File: config.mk
export PLATFORM = sky130hd
export DESIGN_NAME = sccb_cfg_sequencer_flat
export DESIGN_NICKNAME = d
export VERILOG_FILES = /design/src/rtl/sccb_cfg_sequencer_if.sv /design/src/rtl/sccb_cfg_sequencer.sv /design/src/flat_wrapper.sv
export SDC_FILE = /design/constraint.sdc
export NUM_CORES = 1
export LEC_CHECK = 0
export CELL_PAD_IN_SITES_DETAIL_PLACEMENT = 1
export CELL_PAD_IN_SITES_GLOBAL_PLACEMENT = 2
export CORE_MARGIN = 3
export CORE_UTILIZATION = 30
export CTS_BUF_LIST = sky130_fd_sc_hd__clkbuf_16
export DETAILED_ROUTE_END_ITERATION = 10
export GPL_ROUTABILITY_DRIVEN = 0
export PLACE_DENSITY_LB_ADDON = 0.1
export RECOVER_POWER = 100
export SYNTH_ARGS = -nofsm -noshare
export SYNTH_HDL_FRONTEND = slang
export SYNTH_SLANG_ARGS = --single-unit
export TNS_END_PERCENT = 1
File: constraint.sdc
create_clock -name clk -period 2.4 [get_ports clk]
set_input_delay 0.72 -clock clk [delete_from_list [all_inputs] [get_ports clk]]
set_output_delay 0.72 -clock clk [all_outputs]
set_load 0.02 [all_outputs]
File: src/rtl/sccb_cfg_sequencer_if.sv
// SCCB write-request bus between the configuration sequencer and the shared
// SCCB master. The sequencer holds reg_addr/wdata stable while req is high;
// the master answers each request with a one-cycle done pulse, with nack
// qualified by done.
interface sccb_cfg_sequencer_if;
  logic        sccb_req;
  logic [15:0] sccb_reg_addr;
  logic [7:0]  sccb_wdata;
  logic        sccb_done;
  logic        sccb_nack;

  // Sequencer side: issues write requests, receives completion status.
  modport master (
    output sccb_req,
    output sccb_reg_addr,
    output sccb_wdata,
    input  sccb_done,
    input  sccb_nack
  );

  // SCCB master side: accepts write requests, reports completion status.
  modport slave (
    input  sccb_req,
    input  sccb_reg_addr,
    input  sccb_wdata,
    output sccb_done,
    output sccb_nack
  );
endinterface

File: src/rtl/sccb_cfg_sequencer.sv
// Camera register-table sequencer.
// After start, walks a synchronous ROM of {reg_addr[15:0], reg_data[7:0]}
// entries and issues each one as an SCCB write. Two reserved addresses act as
// markers: 16'hFFFF ends the table, 16'hFFFE inserts a wait of reg_data ms.
// The table also ends after the last ROM address without wrapping.
// Completion is reported on cfg_done, a failed write on cfg_err/err_addr;
// both are terminal until rst.
//
// Build option: define SCCB_RETRY_EN to re-issue a NACKed entry up to
// MAX_RETRY extra times before failing. Without it the first NACK fails the
// configuration and no retry counter exists.
module sccb_cfg_sequencer #(
  parameter int ADDR_W    = 8,
  parameter int MS_CYC    = 100_000,
  parameter int MAX_RETRY = 3
) (
  input  logic                   clk,
  input  logic                   rst,
  input  logic                   start,
  output logic [ADDR_W-1:0]      rom_addr,
  input  logic [23:0]            rom_data,
  sccb_cfg_sequencer_if.master   sccb,
  output logic                   cfg_done,
  output logic                   cfg_err,
  output logic [ADDR_W-1:0]      err_addr
);

  localparam int                MS_W       = (MS_CYC > 1) ? $clog2(MS_CYC) : 1;
  localparam logic [MS_W-1:0]   MS_LAST    = MS_W'(MS_CYC - 1);
  localparam logic [ADDR_W-1:0] ADDR_LAST  = '1;
  localparam logic [15:0]       END_MARK   = 16'hFFFF;
  localparam logic [15:0]       DELAY_MARK = 16'hFFFE;

`ifdef SCCB_RETRY_EN
  localparam int                 RETRY_W    = (MAX_RETRY > 0) ? $clog2(MAX_RETRY + 1) : 1;
  localparam logic [RETRY_W-1:0] RETRY_LAST = RETRY_W'(MAX_RETRY);
`endif

  typedef enum logic [3:0] {
    IDLE,
    FETCH,
    DECODE,
    WRITE,
    RETRY_GAP,
    WAIT_MS,
    NEXT,
    DONE,
    ERR
  } state_t;

  state_t            state_reg, state_next;
  logic [ADDR_W-1:0] rom_addr_reg, rom_addr_next;
  logic [15:0]       reg_addr_reg, reg_addr_next;
  logic [7:0]        wdata_reg, wdata_next;
  logic [MS_W-1:0]   ms_cnt_reg, ms_cnt_next;
  logic [7:0]        delay_cnt_reg, delay_cnt_next;
  logic [ADDR_W-1:0] err_addr_reg, err_addr_next;
`ifdef SCCB_RETRY_EN
  logic [RETRY_W-1:0] retry_cnt_reg, retry_cnt_next;
`endif

  // The entry fields as they arrive from the ROM in DECODE.
  logic [15:0] entry_addr;
  logic [7:0]  entry_data;
  assign entry_addr = rom_data[23:8];
  assign entry_data = rom_data[7:0];

  // State register.
  always_ff @(posedge clk) begin
    if (rst) begin
      state_reg <= IDLE;
    end else begin
      state_reg <= state_next;
    end
  end

  // Datapath registers: table pointer, current entry, wait and retry counters.
  always_ff @(posedge clk) begin
    if (rst) begin
      rom_addr_reg  <= '0;
      reg_addr_reg  <= '0;
      wdata_reg     <= '0;
      ms_cnt_reg    <= '0;
      delay_cnt_reg <= '0;
      err_addr_reg  <= '0;
`ifdef SCCB_RETRY_EN
      retry_cnt_reg <= '0;
`endif
    end else begin
      rom_addr_reg  <= rom_addr_next;
      reg_addr_reg  <= reg_addr_next;
      wdata_reg     <= wdata_next;
      ms_cnt_reg    <= ms_cnt_next;
      delay_cnt_reg <= delay_cnt_next;
      err_addr_reg  <= err_addr_next;
`ifdef SCCB_RETRY_EN
      retry_cnt_reg <= retry_cnt_next;
`endif
    end
  end

  // Next-state and datapath update logic.
  always_comb begin
    state_next     = state_reg;
    rom_addr_next  = rom_addr_reg;
    reg_addr_next  = reg_addr_reg;
    wdata_next     = wdata_reg;
    ms_cnt_next    = ms_cnt_reg;
    delay_cnt_next = delay_cnt_reg;
    err_addr_next  = err_addr_reg;
`ifdef SCCB_RETRY_EN
    retry_cnt_next = retry_cnt_reg;
`endif

    case (state_reg)
      // start is only looked at here; once the walk begins it is ignored.
      IDLE: begin
        if (start) begin
          rom_addr_next = '0;
          state_next    = FETCH;
        end
      end

      // ROM output for the new address appears one cycle later.
      FETCH: begin
        state_next = DECODE;
      end

      // Capture the entry and start it with fresh counters.
      DECODE: begin
        reg_addr_next  = entry_addr;
        wdata_next     = entry_data;
        ms_cnt_next    = '0;
        delay_cnt_next = '0;
`ifdef SCCB_RETRY_EN
        retry_cnt_next = '0;
`endif
        if (entry_addr == END_MARK) begin
          state_next = DONE;
        end else if (entry_addr == DELAY_MARK) begin
          state_next = (entry_data == 8'd0) ? NEXT : WAIT_MS;
        end else begin
          state_next = WRITE;
        end
      end

      // Request is held until the master reports completion. Every exit
      // passes through at least one state with the request low.
      WRITE: begin
        if (sccb.sccb_done) begin
          if (!sccb.sccb_nack) begin
            state_next = NEXT;
          end else begin
`ifdef SCCB_RETRY_EN
            if (retry_cnt_reg == RETRY_LAST) begin
              err_addr_next = rom_addr_reg;
              state_next    = ERR;
            end else begin
              retry_cnt_next = retry_cnt_reg + RETRY_W'(1);
              state_next     = RETRY_GAP;
            end
`else
            err_addr_next = rom_addr_reg;
            state_next    = ERR;
`endif
          end
        end
      end

      // One idle cycle between a NACKed attempt and its re-issue.
      RETRY_GAP: begin
        state_next = WRITE;
      end

      // ms_cnt spans one millisecond; delay_cnt counts completed ones.
      WAIT_MS: begin
        if (ms_cnt_reg == MS_LAST) begin
          ms_cnt_next = '0;
          if ({1'b0, delay_cnt_reg} + 9'd1 == {1'b0, wdata_reg}) begin
            state_next = NEXT;
          end else begin
            delay_cnt_next = delay_cnt_reg + 8'd1;
          end
        end else begin
          ms_cnt_next = ms_cnt_reg + MS_W'(1);
        end
      end

      // The last ROM address closes the table instead of wrapping to 0.
      NEXT: begin
        if (rom_addr_reg == ADDR_LAST) begin
          state_next = DONE;
        end else begin
          rom_addr_next = rom_addr_reg + ADDR_W'(1);
          state_next    = FETCH;
        end
      end

      DONE: begin
        state_next = DONE;
      end

      ERR: begin
        state_next = ERR;
      end

      default: begin
        state_next = IDLE;
      end
    endcase
  end

  // Outputs are decoded from registered state, so reset clears them at the
  // next edge and the request drops as soon as WRITE is left.
  assign rom_addr           = rom_addr_reg;
  assign sccb.sccb_req      = (state_reg == WRITE);
  assign sccb.sccb_reg_addr = reg_addr_reg;
  assign sccb.sccb_wdata    = wdata_reg;
  assign cfg_done           = (state_reg == DONE);
  assign cfg_err            = (state_reg == ERR);
  assign err_addr           = err_addr_reg;

endmodule

File: src/flat_wrapper.sv
// flat-port wrapper written by rule: the top's interface ports become plain ports
module sccb_cfg_sequencer_flat 
#(
  parameter int ADDR_W    = 8,
  parameter int MS_CYC    = 100_000,
  parameter int MAX_RETRY = 3
)
  (clk, rst, start, rom_addr, rom_data, cfg_done, cfg_err, err_addr, sccb_sccb_req, sccb_sccb_reg_addr, sccb_sccb_wdata, sccb_sccb_done, sccb_sccb_nack);
  sccb_cfg_sequencer_if sccb_i ();
  input  logic clk;
  input  logic rst;
  input  logic start;
  output logic [ADDR_W-1:0] rom_addr;
  input  logic [23:0] rom_data;
  output logic cfg_done;
  output logic cfg_err;
  output logic [ADDR_W-1:0] err_addr;
  output wire logic [$bits(sccb_i.sccb_req)-1:0] sccb_sccb_req;
  output wire logic [$bits(sccb_i.sccb_reg_addr)-1:0] sccb_sccb_reg_addr;
  output wire logic [$bits(sccb_i.sccb_wdata)-1:0] sccb_sccb_wdata;
  input wire logic [$bits(sccb_i.sccb_done)-1:0] sccb_sccb_done;
  input wire logic [$bits(sccb_i.sccb_nack)-1:0] sccb_sccb_nack;
  assign sccb_sccb_req = sccb_i.sccb_req;
  assign sccb_sccb_reg_addr = sccb_i.sccb_reg_addr;
  assign sccb_sccb_wdata = sccb_i.sccb_wdata;
  assign sccb_i.sccb_done = sccb_sccb_done;
  assign sccb_i.sccb_nack = sccb_sccb_nack;
  sccb_cfg_sequencer #(.ADDR_W(ADDR_W), .MS_CYC(MS_CYC), .MAX_RETRY(MAX_RETRY)) u_core (.clk(clk), .rst(rst), .start(start), .rom_addr(rom_addr), .rom_data(rom_data), .sccb(sccb_i), .cfg_done(cfg_done), .cfg_err(cfg_err), .err_addr(err_addr));
endmodule
### Yosys cells after proc, flatten, opt, wreduce, memory -nomap -nowiden

Index checks and enable logic that the tools add are counted.

* bits in registers: 69
* output and inout port bits: 43
* logic and storage cells: 56

* $add $sub $neg: 4
* equality and inequality tests: 19
* muxes and demuxes: 18
* reduce and logical (&&, ||, !) cells: 8

Operators with widths (count)
* $pmux W4 S9: 1
* $pmux W17 S2: 1
* $eq A16 B16 Y1 const B: 2
* $mux W8: 4
* $pmux W8 S2: 2
* $mux W4: 7
* $add A17 B1 Y17 const B: 1
* $eq A17 B17 Y1 const B: 1
* $mux W17: 1
* $add A8 B1 Y8 const B: 2
* $eq A4 B3 Y1 const B: 4
* $add A8 B1 Y9 const B: 1
* $eq A9 B8 Y1: 1
* $reduce_and A3 Y1: 3
* $eq A4 B2 Y1 const B: 2
* $eq A8 B8 Y1 const B: 1
* $logic_not A8 Y1: 1
* $ne A2 B1 Y1 const B: 3
* $ne A2 B2 Y1 const B: 3
* $eq A4 B1 Y1 const B: 1
* $eq A4 B4 Y1 const B: 1
* $logic_not A4 Y1: 1
* $reduce_and A4 Y1: 1
* $reduce_bool A2 Y1: 2
* other kinds (2): 2

### Depth between registers and ports, before layout

* depth in word-level cells: 5
* gate-level depth with buffers: 9
* gate-level depth less buffers: 7

### Worst setup path before layout

Ideal clock, no wire load.

* kind: input to register
* from: input port start
* to: register u_core.rom_addr_reg[6] (netlist: u_core.rom_addr[6])
* setup time: 0.117 ns
* arrival time: 1.829 ns
* required time: 2.283 ns
* slack: 0.454 ns
* cell stages on the path: 6
* path through: inv_1 > or3_1 > a211oi_4 > nand4_1 > xnor2_1 > nor2_1

* longest elaborated chain between the ends: 2

Ends and longest elaborated chain
* start, declared: RTL line flat_wrapper.sv:12 `input logic start;`
* $ne A2 B2 Y1 (no line)
* $reduce_and A3 Y1 (no line)
* end signal, assigned: RTL line sccb_cfg_sequencer.sv:90 `rom_addr_reg <= rom_addr_next;`
* end, declared: RTL line sccb_cfg_sequencer.sv:52 `logic [ADDR_W-1:0] rom_addr_reg, rom_addr_next;`

Every way passes these cells.
A chain may end at the register's enable or synchronous reset.

### Worst setup path after layout

* from: input port start
* to: register u_core.rom_addr_reg[0] (netlist: u_core.rom_addr[0])

Same word-level chain as after synthesis.

==> results.yml <==
clock_network:
  post-cts-setup-buffers: 0
  htree_levels: 3
  cts_root_buffer: "clkbuf_16"
  cts_tree: "yes"
  clockBufferDepth: 2
  clkLatencyLatePin_ns: 0.34
  clkTransAtPathRegs_ns: 0.06
  cts_resized: 3
  numCtsBuffers: 9
  numClockSinks: 69
  holdBufCountCts: 0
synthesis:
  synthFlopType: "dfxtp_1"
  synthArstFlopShare: 0
  synth_edf_count: 0
  synthDistinctLibCells: 60
  synth_xor_area_frac: 0.0528
  ys_ff_latch: 69
  synthCells: 429
  synth.area.mux_share: 0.0316
  synth_adder_area_share: 0.0108
  syn_avg_cell_area_um2: 8.12
  yosys.area_share.simple: 0.306
  synth_top_family_by_area: "simple AND/OR/NAND/NOR gates"
  synth_warnings: 0
  synth.cell_area_um2: 3480
  synth_seq_area_share: 0.397
  synth-compound-area-share: 0.169
  syn-num-nets: 461
sta:
  setup_viol_count_final: 0
  hold_viol: 0
  setup_tns_ns: 0
  fin_crit_ns: 2.29
  grt_setup_unrepaired: "true"
  worst_pin_slew_ns: 0.609
  post-route-period-util: 0.956
  fmax_mhz: 436
  final-max-slew-violation-count: 0
  timing.slew.headroom: 0.594
  skew_ns: 0.00638
floorplanning:
  start_util: 0.314
  die_x_um: 114
  rows: 38
  core-area_um2: 11100
  die_y_um: 114
  dieArea_um2: 12900
  io_pins: 72
global_routing:
  antenna_found_initial: 0
  grt-ovfl-total: 0
  grt_pass1_vias: 3644
  grt_pass1_wl_um: 18500
  grt_usage: 0.181
  grt_max_degree: 37
route:
  drc: 0
  viasPerCell: 5.21
  drtIter0Drc: 98
  firstDrtPassIters: 4
  wl_per_cell_um: 16.7
  num_vias: 3471
  antenna_left: 0
  drt-total-wl_um: 11100
worst_setup_path:
  crit_fanout: 8
  worst_ep_required_time_ns: 2.62
  reg2reg_depth: 7
  critPathCaptureType: "register"
  worstSetupStartpoint: "start"
  critPathLaunchType: "input pin"
  worstPathArrival_ns: 2.52
  r2r_start: "u_core.delay_cnt_reg[0]"
  path_class: "input pin to register"
hold_path:
  hold_class: "register to register"
  worstHoldStart: "u_core.sccb.sccb_reg_addr[2]"
  hold_depth: 2
run_status:
  outcome: "finished, final reports clean"
layout:
  largest_register_ffs: 17
  area.growth.synth_to_final_pct: 36.7
  regArea_um2: 1380
  n_fill_cell: 1348
  finish.utilization: 0.430
  multi_input_area_um2: 1990
  final_common_cell: "nand2_1"
  drive_above_1_share: 0.0989
  diodes: 0
  most-common-layout-cells: "nand2_1 (77), dfxtp_1 (68), dlygate4sd3_1 (42)"
  fin_nets: 553
power_and_ir_drop:
  irDropWorstVdd_uv: 285
  leakagePower_nw: 1.79
  powerDensity_nw_per_um2: 662
place:
  hpwlAfterDp_um: 8290
  port_buffers: 71
flow_run:
  drv_cap: 0
-- cell type report --
type / count / area share
multi-input cells: 334 / 0.418
flip-flops and latches: 69 / 0.290
repair buffers: 102 / 0.191
clock buffers: 9 / 0.0473
well taps: 140 / 0.0368
clock inverters: 7 / 0.0124
inverters: 5 / 0.00394
-- worst max-delay path, cell delays in order --
cell and delay [ns]:
dlygate4sd3_1 0.56, inv_1 0.06, or3_1 0.35, a211oi_4 0.23, clkbuf_2 0.23, clkbuf_4 0.17
xnor2_1 0.12, nor2_1 0.07
-- through the flow --
stage          setup slack (ns)  instances  power (mW)  hold slack, ns  instance area (um^2)
2_1_floorplan             0.454        429        1.61           0.454                  3480
3_3_place_gp             -0.252        650        1.91           0.442                  4500
3_5_place_dp             -0.296        650        1.91           0.450                  4500
4_1_cts                  0.0263        666        3.22           0.459                  4780
5_1_grt                 -0.0306        666        3.32           0.482                  4760
6_report                  0.106        666        3.15           0.452                  4760
-- final timing paths --
path / to / slack, ns
worst min register to register: u_core.sccb.sccb_reg_addr[2] / 0.45
worst max-delay path: u_core.rom_addr[0] / 0.11
worst max register to register: u_core.delay_cnt_reg[0] / 0.17
worst min-delay path: u_core.sccb.sccb_reg_addr[2] / 0.45
-- Yosys cell counts (all sizes together), types with 5 or more instances --
cell | count | area [um^2]
nand2 | 77 | 289
xnor2 | 10 | 87.6
and2 | 5 | 31.3
buf | 10 | 55.1
mux2i | 11 | 110
inv | 5 | 18.8
nor3 | 14 | 80.1
nand4 | 12 | 75.1
o21ai | 14 | 70.1
and3 | 8 | 50.1
nand3 | 15 | 75.1
nor2 | 38 | 145
dfxtp | 69 | 1380
a21oi | 41 | 205
xor2 | 11 | 96.3
clkbuf | 11 | 41.3
-- report_power, final --
part / internal (mW) / switching [mW] / leakage [nW] / total, mW
clock network: 0.789 / 0.502 / 0.145 / 1.29
logic: 0.260 / 0.352 / 1.09 / 0.612
registers: 1.20 / 0.0482 / 0.558 / 1.25
-- routing by layer --
layer	wire length, um	global-route usage	share of wire	vias to the layer above
met3	827	0.0716	0.074	16
li1	-	-	-	1730
met4	179	0.0705	0.016	0
met1	5200	0.226	0.47	1652
met5	0	0	0	-
met2	4920	0.280	0.44	73
-- cell families (layout without fill, tap and decap cells) --
family	Yosys count	after routing
muxes	11	11
adders and majority gates	3	3
AOI/OAI and AO/OA	91	91
xor gates and xnor gates	21	21
buffers and inverters	26	123
and+or+nand+nor	208	208
DFF	69	69
No activity file was read; power rests on OpenSTA's default activity.
